==> config.mk <==
export PLATFORM = sky130hd
export DESIGN_NAME = bounce_gen
export DESIGN_NICKNAME = d
export VERILOG_FILES = /design/src/rtl/bounce_gen_pkg.sv /design/src/rtl/bounce_gen_lfsr8.sv /design/src/rtl/bounce_gen.sv
export SDC_FILE = /design/constraint.sdc
export NUM_CORES = 1
export LEC_CHECK = 0
export ABC_AREA = 0
export ABC_CLOCK_PERIOD_IN_PS = 6000
export CAP_MARGIN = 10
export CELL_PAD_IN_SITES_DETAIL_PLACEMENT = 0
export CELL_PAD_IN_SITES_GLOBAL_PLACEMENT = 1
export CORE_MARGIN = 2
export CORE_UTILIZATION = 30
export DETAILED_ROUTE_END_ITERATION = 10
export GPL_TIMING_DRIVEN = 1
export PLACE_DENSITY_LB_ADDON = 0.2
export SLEW_MARGIN = 20
export SYNTH_ARGS = -nofsm -noshare
export SYNTH_HDL_FRONTEND = slang
export SYNTH_SLANG_ARGS = --single-unit
==> constraint.sdc <==
create_clock -name clk -period 6 [get_ports clk]
set_clock_uncertainty 0.1 [all_clocks]
set_input_delay 1.5 -clock clk [delete_from_list [all_inputs] [get_ports clk]]
set_output_delay 1.5 -clock clk [all_outputs]
set_load 0.02 [all_outputs]
==> src/rtl/bounce_gen_pkg.sv <==
// Shared types and constants for the bounce_gen switch emulator:
// FSM state encoding, LFSR polynomial/seed and small helper functions.
package bounce_gen_pkg;

  typedef enum logic [1:0] {
    IDLE   = 2'd0,
    BOUNCE = 2'd1,
    SETTLE = 2'd2
  } state_t;

  localparam logic [7:0] LFSR_TAPS         = 8'hB8;
  localparam logic [7:0] LFSR_DEFAULT_SEED = 8'hA5;

  // One Galois step: shift right, fold taps in when a 1 falls out.
  function automatic logic [7:0] lfsr_step(input logic [7:0] cur);
    return cur[0] ? ((cur >> 1) ^ LFSR_TAPS) : (cur >> 1);
  endfunction

  function automatic int counter_width(input int a, input int b);
    int m;
    m = (a > b) ? a : b;
    return $clog2(m + 1);
  endfunction

endpackage

==> src/rtl/bounce_gen_lfsr8.sv <==
// 8-bit Galois LFSR used as the bounce noise source. A load of zero is
// replaced by the default seed so the register can never lock up.
module lfsr8
  import bounce_gen_pkg::*;
(
  input  logic       clk,
  input  logic       reset,
  input  logic       load,
  input  logic [7:0] load_value,
  input  logic       advance,
  output logic [7:0] state
);

  always_ff @(posedge clk) begin
    if (reset) begin
      state <= LFSR_DEFAULT_SEED;
    end else if (load) begin
      state <= (load_value == 8'h00) ? LFSR_DEFAULT_SEED : load_value;
    end else if (advance) begin
      state <= lfsr_step(state);
    end
  end

endmodule

==> src/rtl/bounce_gen.sv <==
// Mechanical switch emulator: bounce burst from an LFSR, then a clean level.
// Optional BOUNCE_GEN_SEED_EN adds a per-event seed port.
//
// state  | meaning
// IDLE   | line holds last value, waiting for start
// BOUNCE | line follows lfsr[0], LFSR stepping each cycle
// SETTLE | line driven to latched target, then done is raised
module bounce_gen
  import bounce_gen_pkg::*;
#(
  parameter int BOUNCE_LEN = 32,
  parameter int SETTLE_LEN = 16
) (
  input  logic       clk,
  input  logic       reset,
  input  logic       start,
  input  logic       target_level,
`ifdef BOUNCE_GEN_SEED_EN
  input  logic [7:0] seed,
`endif
  output logic       button_out,
  output logic       busy,
  output logic       done
);

  localparam int CW = counter_width(BOUNCE_LEN, SETTLE_LEN);
  localparam logic [CW-1:0] BOUNCE_LOAD = (BOUNCE_LEN > 0) ? CW'(BOUNCE_LEN - 1) : '0;
  // SETTLE spends one extra hand-off cycle after its last target write, so
  // done lands BOUNCE_LEN+SETTLE_LEN+1 cycles after start with the line at target.
  localparam logic [CW-1:0] SETTLE_LOAD = CW'(SETTLE_LEN);

  state_t        state, state_nxt;
  logic [CW-1:0] count, count_nxt;
  logic          target_q, target_nxt;
  logic          out_nxt, done_nxt;
  logic          lfsr_adv, lfsr_load;
  logic [7:0]    lfsr_q, lfsr_seed;
  logic          unused_lfsr_hi;

`ifdef BOUNCE_GEN_SEED_EN
  assign lfsr_load = (state == IDLE) && start;
  assign lfsr_seed = seed;
`else
  assign lfsr_load = 1'b0;
  assign lfsr_seed = LFSR_DEFAULT_SEED;
`endif

  lfsr8 u_lfsr (
    .clk        (clk),
    .reset      (reset),
    .load       (lfsr_load),
    .load_value (lfsr_seed),
    .advance    (lfsr_adv),
    .state      (lfsr_q)
  );

  assign unused_lfsr_hi = ^lfsr_q[7:1];
  assign busy = (state != IDLE);

  always_comb begin
    state_nxt  = state;
    count_nxt  = count;
    target_nxt = target_q;
    out_nxt    = button_out;
    done_nxt   = 1'b0;
    lfsr_adv   = 1'b0;
    case (state)
      IDLE: begin
        if (start) begin
          target_nxt = target_level;
          if (BOUNCE_LEN > 0) begin
            state_nxt = BOUNCE;
            count_nxt = BOUNCE_LOAD;
          end else begin
            state_nxt = SETTLE;
            count_nxt = SETTLE_LOAD;
          end
        end
      end
      BOUNCE: begin
        out_nxt  = lfsr_q[0];
        lfsr_adv = 1'b1;
        if (count == '0) begin
          state_nxt = SETTLE;
          count_nxt = SETTLE_LOAD;
        end else begin
          count_nxt = count - CW'(1);
        end
      end
      SETTLE: begin
        out_nxt = target_q;
        if (count == '0) begin
          state_nxt = IDLE;
          done_nxt  = 1'b1;
        end else begin
          count_nxt = count - CW'(1);
        end
      end
      default: state_nxt = IDLE;
    endcase
  end

  always_ff @(posedge clk) begin
    if (reset) begin
      state      <= IDLE;
      count      <= '0;
      target_q   <= 1'b0;
      button_out <= 1'b0;
      done       <= 1'b0;
    end else begin
      state      <= state_nxt;
      count      <= count_nxt;
      target_q   <= target_nxt;
      button_out <= out_nxt;
      done       <= done_nxt;
    end
  end

endmodule

==> results.toml, run 1 <==
[yosys]
yosys_warnings = 0
ys_seq_area_frac = 0.386
synth_edf_count = 0
ys_ff_latch = 19
yosysMostFrequentCell = "dfxtp_1"
syn_area_per_cell_um2 = 8.80
synthTopCellsByCount = "19 x dfxtp_1, 11 x nor2_1, 7 x inv_1"
synth_nets = 120
post_synth_num_cell_types = 35
synth.top_cell.area_share = 0.386
synth_area_leaders = "dfxtp_1 39%, ha_1 5.1%, nor2_1 4.2%, mux2i_1 4.1%, a211o_1 3.6%"
syn_inst = 112
syn_area_um2 = 986
synth_top_area_cell = "dfxtp_1"
synthArstFlopShare = 0
synth-main-ff-cell = "dfxtp_1"

[worst_setup_path]
critPathCaptureType = "primary output"
cpMostUsedCell = "inv_1"
crit_path_cell_trace = "inv_1, ha_1, inv_1, clkdlybuf4s50_1"
worstPathRequired_ns = 4.40
timing.rr.start = "state[1]"
critPathLaunchType = "flip-flop"
critPathMaxStageDelay_ns = 0.60
reg2regPathDepth = 6
critPathTopFamily = "buffers and inverters"
critPathSlowestCell = "clkdlybuf4s50_1"
crit_fanout = 5
rrSetupSlack_ns = 3.72
crit_buf_inv = 3
critical_path_arrival_ns = 1.70
critical_path_class = "reg -> out"
r2r_end = "count[3]"
startpoint = "state[0]"

[sta]
setup_slack_ns = 2.70
slew_viol_final = 0
relSlewSlack = 0.494
hold_viol_final = 0
fin_crit_ns = 3.30
tns_ns = 0
worst_slew_pin_slew_ns = 0.757
holdWs_ns = 0.375
timing.fmax_mhz = 303
finalSetupViolCount = 0
rsz0062_at_grt = "no"
fin_crit_sh = 0.550

[cts]
clock_latency_ns = 0.30
cts_tree = "yes"
cts-hold-fix-buffers = 0
post_cts_buffers = 0
clock_path_buffers = 2
post_cts_resized = 0
clk_pin_slew_ns = 0.11
cts_inserted_buffers = 3
clock_sinks = 19
root_buffer = "clkbuf_4"
htreeDepth = 1

[detailed_routing]
firstDrtPassIters = 3
routed-via-count = 782
viasPerCell = 4.95
drc = 0
ant_nets = 0
wirelength_um = 1970
drt-wirelength-per-cell_um = 12.5
drt_iter0_drc = 20

[cells_and_area]
synthToLayoutAreaGrowth_pct = 10.4
fill_cells = 331
final_cells = 158
regArea_um2 = 380
drive_gt1_frac = 0.0614
multi_input_area_um2 = 541
fin_nets = 123
num_antenna_cells = 0

[worst_hold_path]
hp-start = "u_lfsr.state[1]"
holdPathStages = 1
whs_endpoint = "u_lfsr.state[0]"
hold_path.class = "reg -> reg"

[pwr]
total_power_mw = 0.544
power_density_nw_per_um2 = 500
comb_power_share = 0.500
peakVddDrop_mv = 0.119
power.share.clock = 0.123
p_seq_frac = 0.377
power.switching_mw = 0.233
leakage_nw = 0.403
p_sw_frac = 0.428
p_int_mw = 0.311

[floorplanning]
initial_core_util = 0.320
coreArea_um2 = 3080
io_pins = 7
chipWidth_um = 61.3
die_area_um2 = 3760
chipHeight_um = 61.3
rows = 20

[global_route]
antenna_found_initial = 0
grt_remaining_overflow = 0
track_usage = 0.123
grt_pass1_wl_um = 3350
grt_max_degree = 21
grt_pass1_vias = 758

[placement]
hpwlAfterDp_um = 1380
portBuffers = 6
pre_cts_slack_ns = 2.63
dpl.cell_count = 154
finalWeightedCongestion = 0.741

[flow_run]
cap_violations = 0

[run_status]
run_status = "completed"
how the worst max path moves through the flow:
stage / end / cells past startpoint
after CTS: busy / 4
final: busy / 4
after detailed placement: count[3] / 5
after global placement: count[3] / 5
after global routing: busy / 4
after floorplan: count[3] / 4
final cells by class:
cell class              instances  area share
repair buffers                  6      0.0552
multi-input cells              78       0.497
clock buffers                   4      0.0241
flip-flops and latches         19       0.349
well taps                      44      0.0506
inverters                       7      0.0241
placed cells by master (no fill, tap or decap), types with 5 or more instances in the layout:
master	Yosys	routed
nor2_1	11	11
o21ai_0	5	5
inv_1	7	7
a21oi_1	5	5
dfxtp_1	19	19
nor3_1	5	5
clkdlybuf4s50_1	0	6
power groups by stage:
stage	Clock (mW)	Combinational (mW)	Sequential [mW]
floorplan	0	0.225	0.196
global placement	0	0.272	0.207
detailed placement	0	0.272	0.209
CTS	0.0710	0.274	0.205
global route	0.0775	0.304	0.210
finish	0.0669	0.272	0.205
metal layers:
layer  GRT usage  routed length [um]  up-vias
li1            -                   -      404
met1       0.149                 962      365
met2       0.201                 902        8
met3      0.0315                  61        5
met4      0.0652                  44        0
met5           0                   0        -
logic make-up after synthesis:
kind of cell,count (synthesis),synth area share
xor+xnor,3,0.0267
fa+ha+maj,4,0.0508
mux,4,0.0406
flops,19,0.386
simple gates,36,0.193
compound gates,31,0.237
buf+inv,15,0.0660
metrics by stage:
step	instance area (um2)	util
after CTS	1090	0.354
final	1090	0.354
after global routing	1090	0.354
after global placement	1060	0.345
after detailed placement	1060	0.345
after floorplan	986	-
registers in the layout, indices dropped and copies added, names as in the netlist:
register,cells
state,2
done,1
u_lfsr.state,8
count,6
button_out,1
target_q,1
No activity file was read; power rests on OpenSTA's default activity.
==> run 2: changes to the inputs <==
--- a/config.mk
+++ b/config.mk
@@ -6,7 +6,7 @@
 export NUM_CORES = 1
 export LEC_CHECK = 0
 export ABC_AREA = 0
-export ABC_CLOCK_PERIOD_IN_PS = 6000
+export ABC_CLOCK_PERIOD_IN_PS = 3020
 export CAP_MARGIN = 10
 export CELL_PAD_IN_SITES_DETAIL_PLACEMENT = 0
 export CELL_PAD_IN_SITES_GLOBAL_PLACEMENT = 1
==> constraint.sdc (replaced) <==
create_clock -name clk -period 3.02 [get_ports clk]
set_clock_uncertainty 0.1 [all_clocks]
set_input_delay 0.755 -clock clk [delete_from_list [all_inputs] [get_ports clk]]
set_output_delay 0.755 -clock clk [all_outputs]
set_load 0.02 [all_outputs]
==> results.toml, run 2 (same netlist as run 1, synthesis figures left out) <==
[global_route]
antenna_found_initial = 0
grt_max_degree = 16
grt_pass1_wl_um = 3380
grt_remaining_overflow = 0
track_usage = 0.123
grt_pass1_vias = 745

[cts]
htreeDepth = 1
root_buffer = "clkbuf_4"
post_cts_resized = 0
clock_sinks = 19
post_cts_buffers = 0
cts_inserted_buffers = 3
clock_latency_ns = 0.30
clk_pin_slew_ns = 0.11
cts_tree = "yes"
cts-hold-fix-buffers = 0
clock_path_buffers = 2

[cells_and_area]
num_antenna_cells = 0
fin_nets = 125
mostFrequentLayoutCells = "19 x dfxtp_1, 11 x nor2_1, 7 x inv_1"
top_regs = "u_lfsr.state (8), count (6), state (2)"
synthToLayoutAreaGrowth_pct = 12.1
largest_reg_flops = 8
regMostFlops = "u_lfsr.state"
drive_gt1_frac = 0.0862
mostFrequentLayoutCell = "dfxtp_1"

[worst_setup_path]
critPathCaptureType = "primary output"
rrSetupSlack_ns = 0.89
crit_fanout = 5
timing.rr.start = "state[1]"
worstPathRequired_ns = 2.16
critical_path_class = "reg -> out"
r2r_end = "count[3]"
reg2regPathDepth = 6
critPathLaunchType = "flip-flop"
critical_path_arrival_ns = 1.68

[worst_hold_path]
whs_endpoint = "u_lfsr.state[7]"
hold_path.class = "reg -> reg"
hp-start = "u_lfsr.state[7]"
holdPathStages = 1

[pwr]
power.switching_mw = 0.462
leakage_nw = 0.416
peakVddDrop_mv = 0.258
power.share.clock = 0.121
comb_power_share = 0.507
p_sw_frac = 0.425
p_int_mw = 0.625
power_density_nw_per_um2 = 984
p_seq_frac = 0.372

[floorplanning]
chipHeight_um = 61.3
coreArea_um2 = 3080
chipWidth_um = 61.3
io_pins = 7
die_area_um2 = 3760
initial_core_util = 0.320
rows = 20

[detailed_routing]
wirelength_um = 1910
drt_iter0_drc = 24
routed-via-count = 793
ant_nets = 0
drt-wirelength-per-cell_um = 11.9
viasPerCell = 4.96
firstDrtPassIters = 4
drc = 0

[run_status]
run_status = "completed"

[sta]
relSlewSlack = 0.627
slew_viol_final = 0
fin_crit_sh = 0.840
tns_ns = 0
finalSetupViolCount = 0
timing.fmax_mhz = 394
worst_slew_pin_slew_ns = 0.558
fin_crit_ns = 2.54
hold_viol_final = 0
holdWs_ns = 0.376
rsz0062_at_grt = "no"

[flow_run]
cap_violations = 0

[placement]
portBuffers = 6
hpwlAfterDp_um = 1360
finalWeightedCongestion = 0.749
## run 2: cell types whose count changed in the layout (fill, tap and decap cells not counted)
cell      delta
clkinv_2     +1
clkbuf_1     -1
buf_4        +2
## run 2: worst max-delay path by stage
stage                        start        to  slack (ns)  cells after the start
after floorplan           state[0]  count[3]        1.05                      7
after global placement       start  count[3]        0.63                      5
after detailed placement     start  count[3]        0.62                      5
after CTS                 state[0]      busy        0.47                      4
after global routing      state[0]      busy        0.40                      4
final                     state[0]      busy        0.48                      4
## run 2: stage by stage
step                power [mW]  instances  utilization  worst slack (ns)  cell area (um2)
finish                    1.09        160        0.359             0.483             1100
global route              1.20        160        0.359             0.397             1100
CTS                       1.10        160        0.359             0.473             1100
detailed placement       0.963        156        0.350             0.624             1080
global placement         0.970        156        0.350             0.628             1080
floorplan                0.836        112            -              1.05              986
## run 2: critical path, cell delays in order (launching register included)
cell and delay, ns:
dfxtp_1 0.38, inv_1 0.07, ha_1 0.24, inv_1 0.08, clkdlybuf4s50_1 0.60
## run 2: area by class of cell
class / instances / area [um2]
Clock inverter: 1 / 5.00
Sequential cell: 19 / 380
Fill cell: 327 / 1970
Tap cell: 44 / 55.1
Timing Repair Buffer: 8 / 75.1
Multi-Input combinational cell: 78 / 541
Clock buffer: 3 / 22.5
Inverter: 7 / 26.3
## run 2: layer usage
metal  GRT usage  share of wire  vias to the layer above
met4      0.0373          0.014                        0
met5           0              0                        -
met2       0.187           0.44                       12
li1            -              -                      409
met3      0.0441          0.048                        5
met1       0.164           0.49                      367
## run 2: power by group through the flow
stage | clock network (mW) | registers, mW | logic [mW]
final | 0.132 | 0.405 | 0.551
after global routing | 0.153 | 0.421 | 0.622
after CTS | 0.140 | 0.405 | 0.554
after detailed placement | 0 | 0.411 | 0.551
after global placement | 0 | 0.411 | 0.559
after floorplan | 0 | 0.388 | 0.447
==> run 3: changes to the inputs <==
--- a/config.mk
+++ b/config.mk
@@ -6,7 +6,7 @@
 export NUM_CORES = 1
 export LEC_CHECK = 0
 export ABC_AREA = 0
-export ABC_CLOCK_PERIOD_IN_PS = 3020
+export ABC_CLOCK_PERIOD_IN_PS = 2000
 export CAP_MARGIN = 10
 export CELL_PAD_IN_SITES_DETAIL_PLACEMENT = 0
 export CELL_PAD_IN_SITES_GLOBAL_PLACEMENT = 1
==> constraint.sdc (replaced) <==
create_clock -name clk -period 2 [get_ports clk]
set_clock_uncertainty 0.1 [all_clocks]
set_input_delay 0.5 -clock clk [delete_from_list [all_inputs] [get_ports clk]]
set_output_delay 0.5 -clock clk [all_outputs]
set_load 0.02 [all_outputs]
==> results.toml, run 3 (same netlist as run 1, synthesis figures left out) <==
[floorplanning]
chipWidth_um = 61.3
die_area_um2 = 3760
io_pins = 7
initial_core_util = 0.320
chipHeight_um = 61.3
rows = 20
coreArea_um2 = 3080

[sta]
timing.fmax_mhz = 542
fin_crit_ns = 1.85
hold_viol_final = 0
rsz0062_at_grt = "no"
worst_slew_pin_slew_ns = 0.454
fin_crit_sh = 0.923
slew_viol_final = 0
finalSetupViolCount = 0
relSlewSlack = 0.695
holdWs_ns = 0.378

[worst_setup_path]
critical_path_arrival_ns = 1.25
crit_fanout = 2
timing.rr.start = "count[0]"
critPathLaunchType = "flip-flop"
critPathTopFamily = "buffers and inverters"
crit_path_cell_trace = "clkdlybuf4s50_1"
crit_buf_inv = 1
critical_path_class = "reg -> out"
critPathSlowestCell = "clkdlybuf4s50_1"
critPathMaxStageDelay_ns = 0.61
worstPathRequired_ns = 1.40
startpoint = "button_out"
critPathCaptureType = "primary output"

[cts]
clock_path_buffers = 2
cts_tree = "yes"
htreeDepth = 1
clock_sinks = 19
cts_inserted_buffers = 3
clk_pin_slew_ns = 0.11
cts-hold-fix-buffers = 0
clock_latency_ns = 0.29
root_buffer = "clkbuf_4"

[detailed_routing]
viasPerCell = 4.74
drt_iter0_drc = 26
drc = 0
drt-wirelength-per-cell_um = 11.6
wirelength_um = 1970
ant_nets = 0
routed-via-count = 805
firstDrtPassIters = 4

[global_route]
track_usage = 0.124
antenna_found_initial = 0
grt_pass1_vias = 805
grt_remaining_overflow = 0
grt_pass1_wl_um = 3390
grt_max_degree = 17

[placement]
dpl.cell_count = 166
portBuffers = 6
finalWeightedCongestion = 0.746
place_area_um2 = 1150
hpwlAfterDp_um = 1480

[worst_hold_path]
hold_path.class = "reg -> reg"
hp-start = "u_lfsr.state[3]"

[cells_and_area]
num_antenna_cells = 0
regMostFlops = "u_lfsr.state"
mostFrequentLayoutCells = "19 x dfxtp_1, 12 x buf_4, 11 x nor2_1"
largest_reg_flops = 8
finish.instance_area_um2 = 1180
final_util = 0.383
fin_nets = 135
mostFrequentLayoutCell = "dfxtp_1"
top_regs = "u_lfsr.state (8), count (6), state (2)"
drive_gt1_frac = 0.175
final_cells = 170
synthToLayoutAreaGrowth_pct = 19.4

[run_status]
run_status = "completed"

[flow_run]
cap_violations = 0

[pwr]
peakVddDrop_mv = 0.497
leakage_nw = 0.465
power_density_nw_per_um2 = 1470
==> run 3: cell types whose count changed in the layout (fill, tap and decap cells not counted), sizes merged <==
cell           before  now
clkdlybuf4s50       6    5
clkbuf              3    4
buf                 2   12
==> run 3: per-layer routing <==
layer | part of all wire | up-vias | global-route usage
met5 | 0 | - | 0
met1 | 0.48 | 368 | 0.145
met4 | 0.0097 | 0 | 0.0745
li1 | - | 426 | -
met3 | 0.028 | 2 | 0.0189
met2 | 0.48 | 9 | 0.213
==> run 3: repair_timing <==
action                                  CTS  global route
endpoints found under the setup margin    1             2
gates resized for setup                   1             3
endpoints found under the hold margin     0             0
buffers inserted                          0             0
pin swaps                                 0             0
==> run 3: final cells by class <==
class	count	area, um2
Fill cell	330	1900
Multi-Input combinational cell	78	543
Sequential cell	19	380
Timing Repair Buffer	18	145
Tap cell	44	55.1
Inverter	7	26.3
Clock buffer	3	22.5
Clock inverter	1	5.00
==> run 3: stage by stage <==
step / total power, mW / worst slack [ns] / setup TNS (ns)
6_report: 1.73 / 0.154 / 0
5_1_grt: 1.89 / 0.0164 / 0
3_5_place_dp: 1.56 / -0.0338 / -0.0505
2_1_floorplan: 1.26 / 0.0280 / 0
4_1_cts: 1.76 / 0.0452 / 0
3_3_place_gp: 1.56 / -0.0194 / -0.0194
==> run 3: final timing paths <==
check | cells past startpoint | endpoint | slack, ns
worst max register to register | 6 | count[3] | 0.16
worst min register to register | 1 | u_lfsr.state[2] | 0.38
worst min-delay path | 1 | u_lfsr.state[2] | 0.38
worst max-delay path | 1 | button_out | 0.15
==> run 3: power breakdown <==
part | switching [mW] | internal [mW] | total, mW
combinational | 0.509 | 0.438 | 0.947
sequential | 0.0901 | 0.504 | 0.595
clock | 0.117 | 0.0744 | 0.192
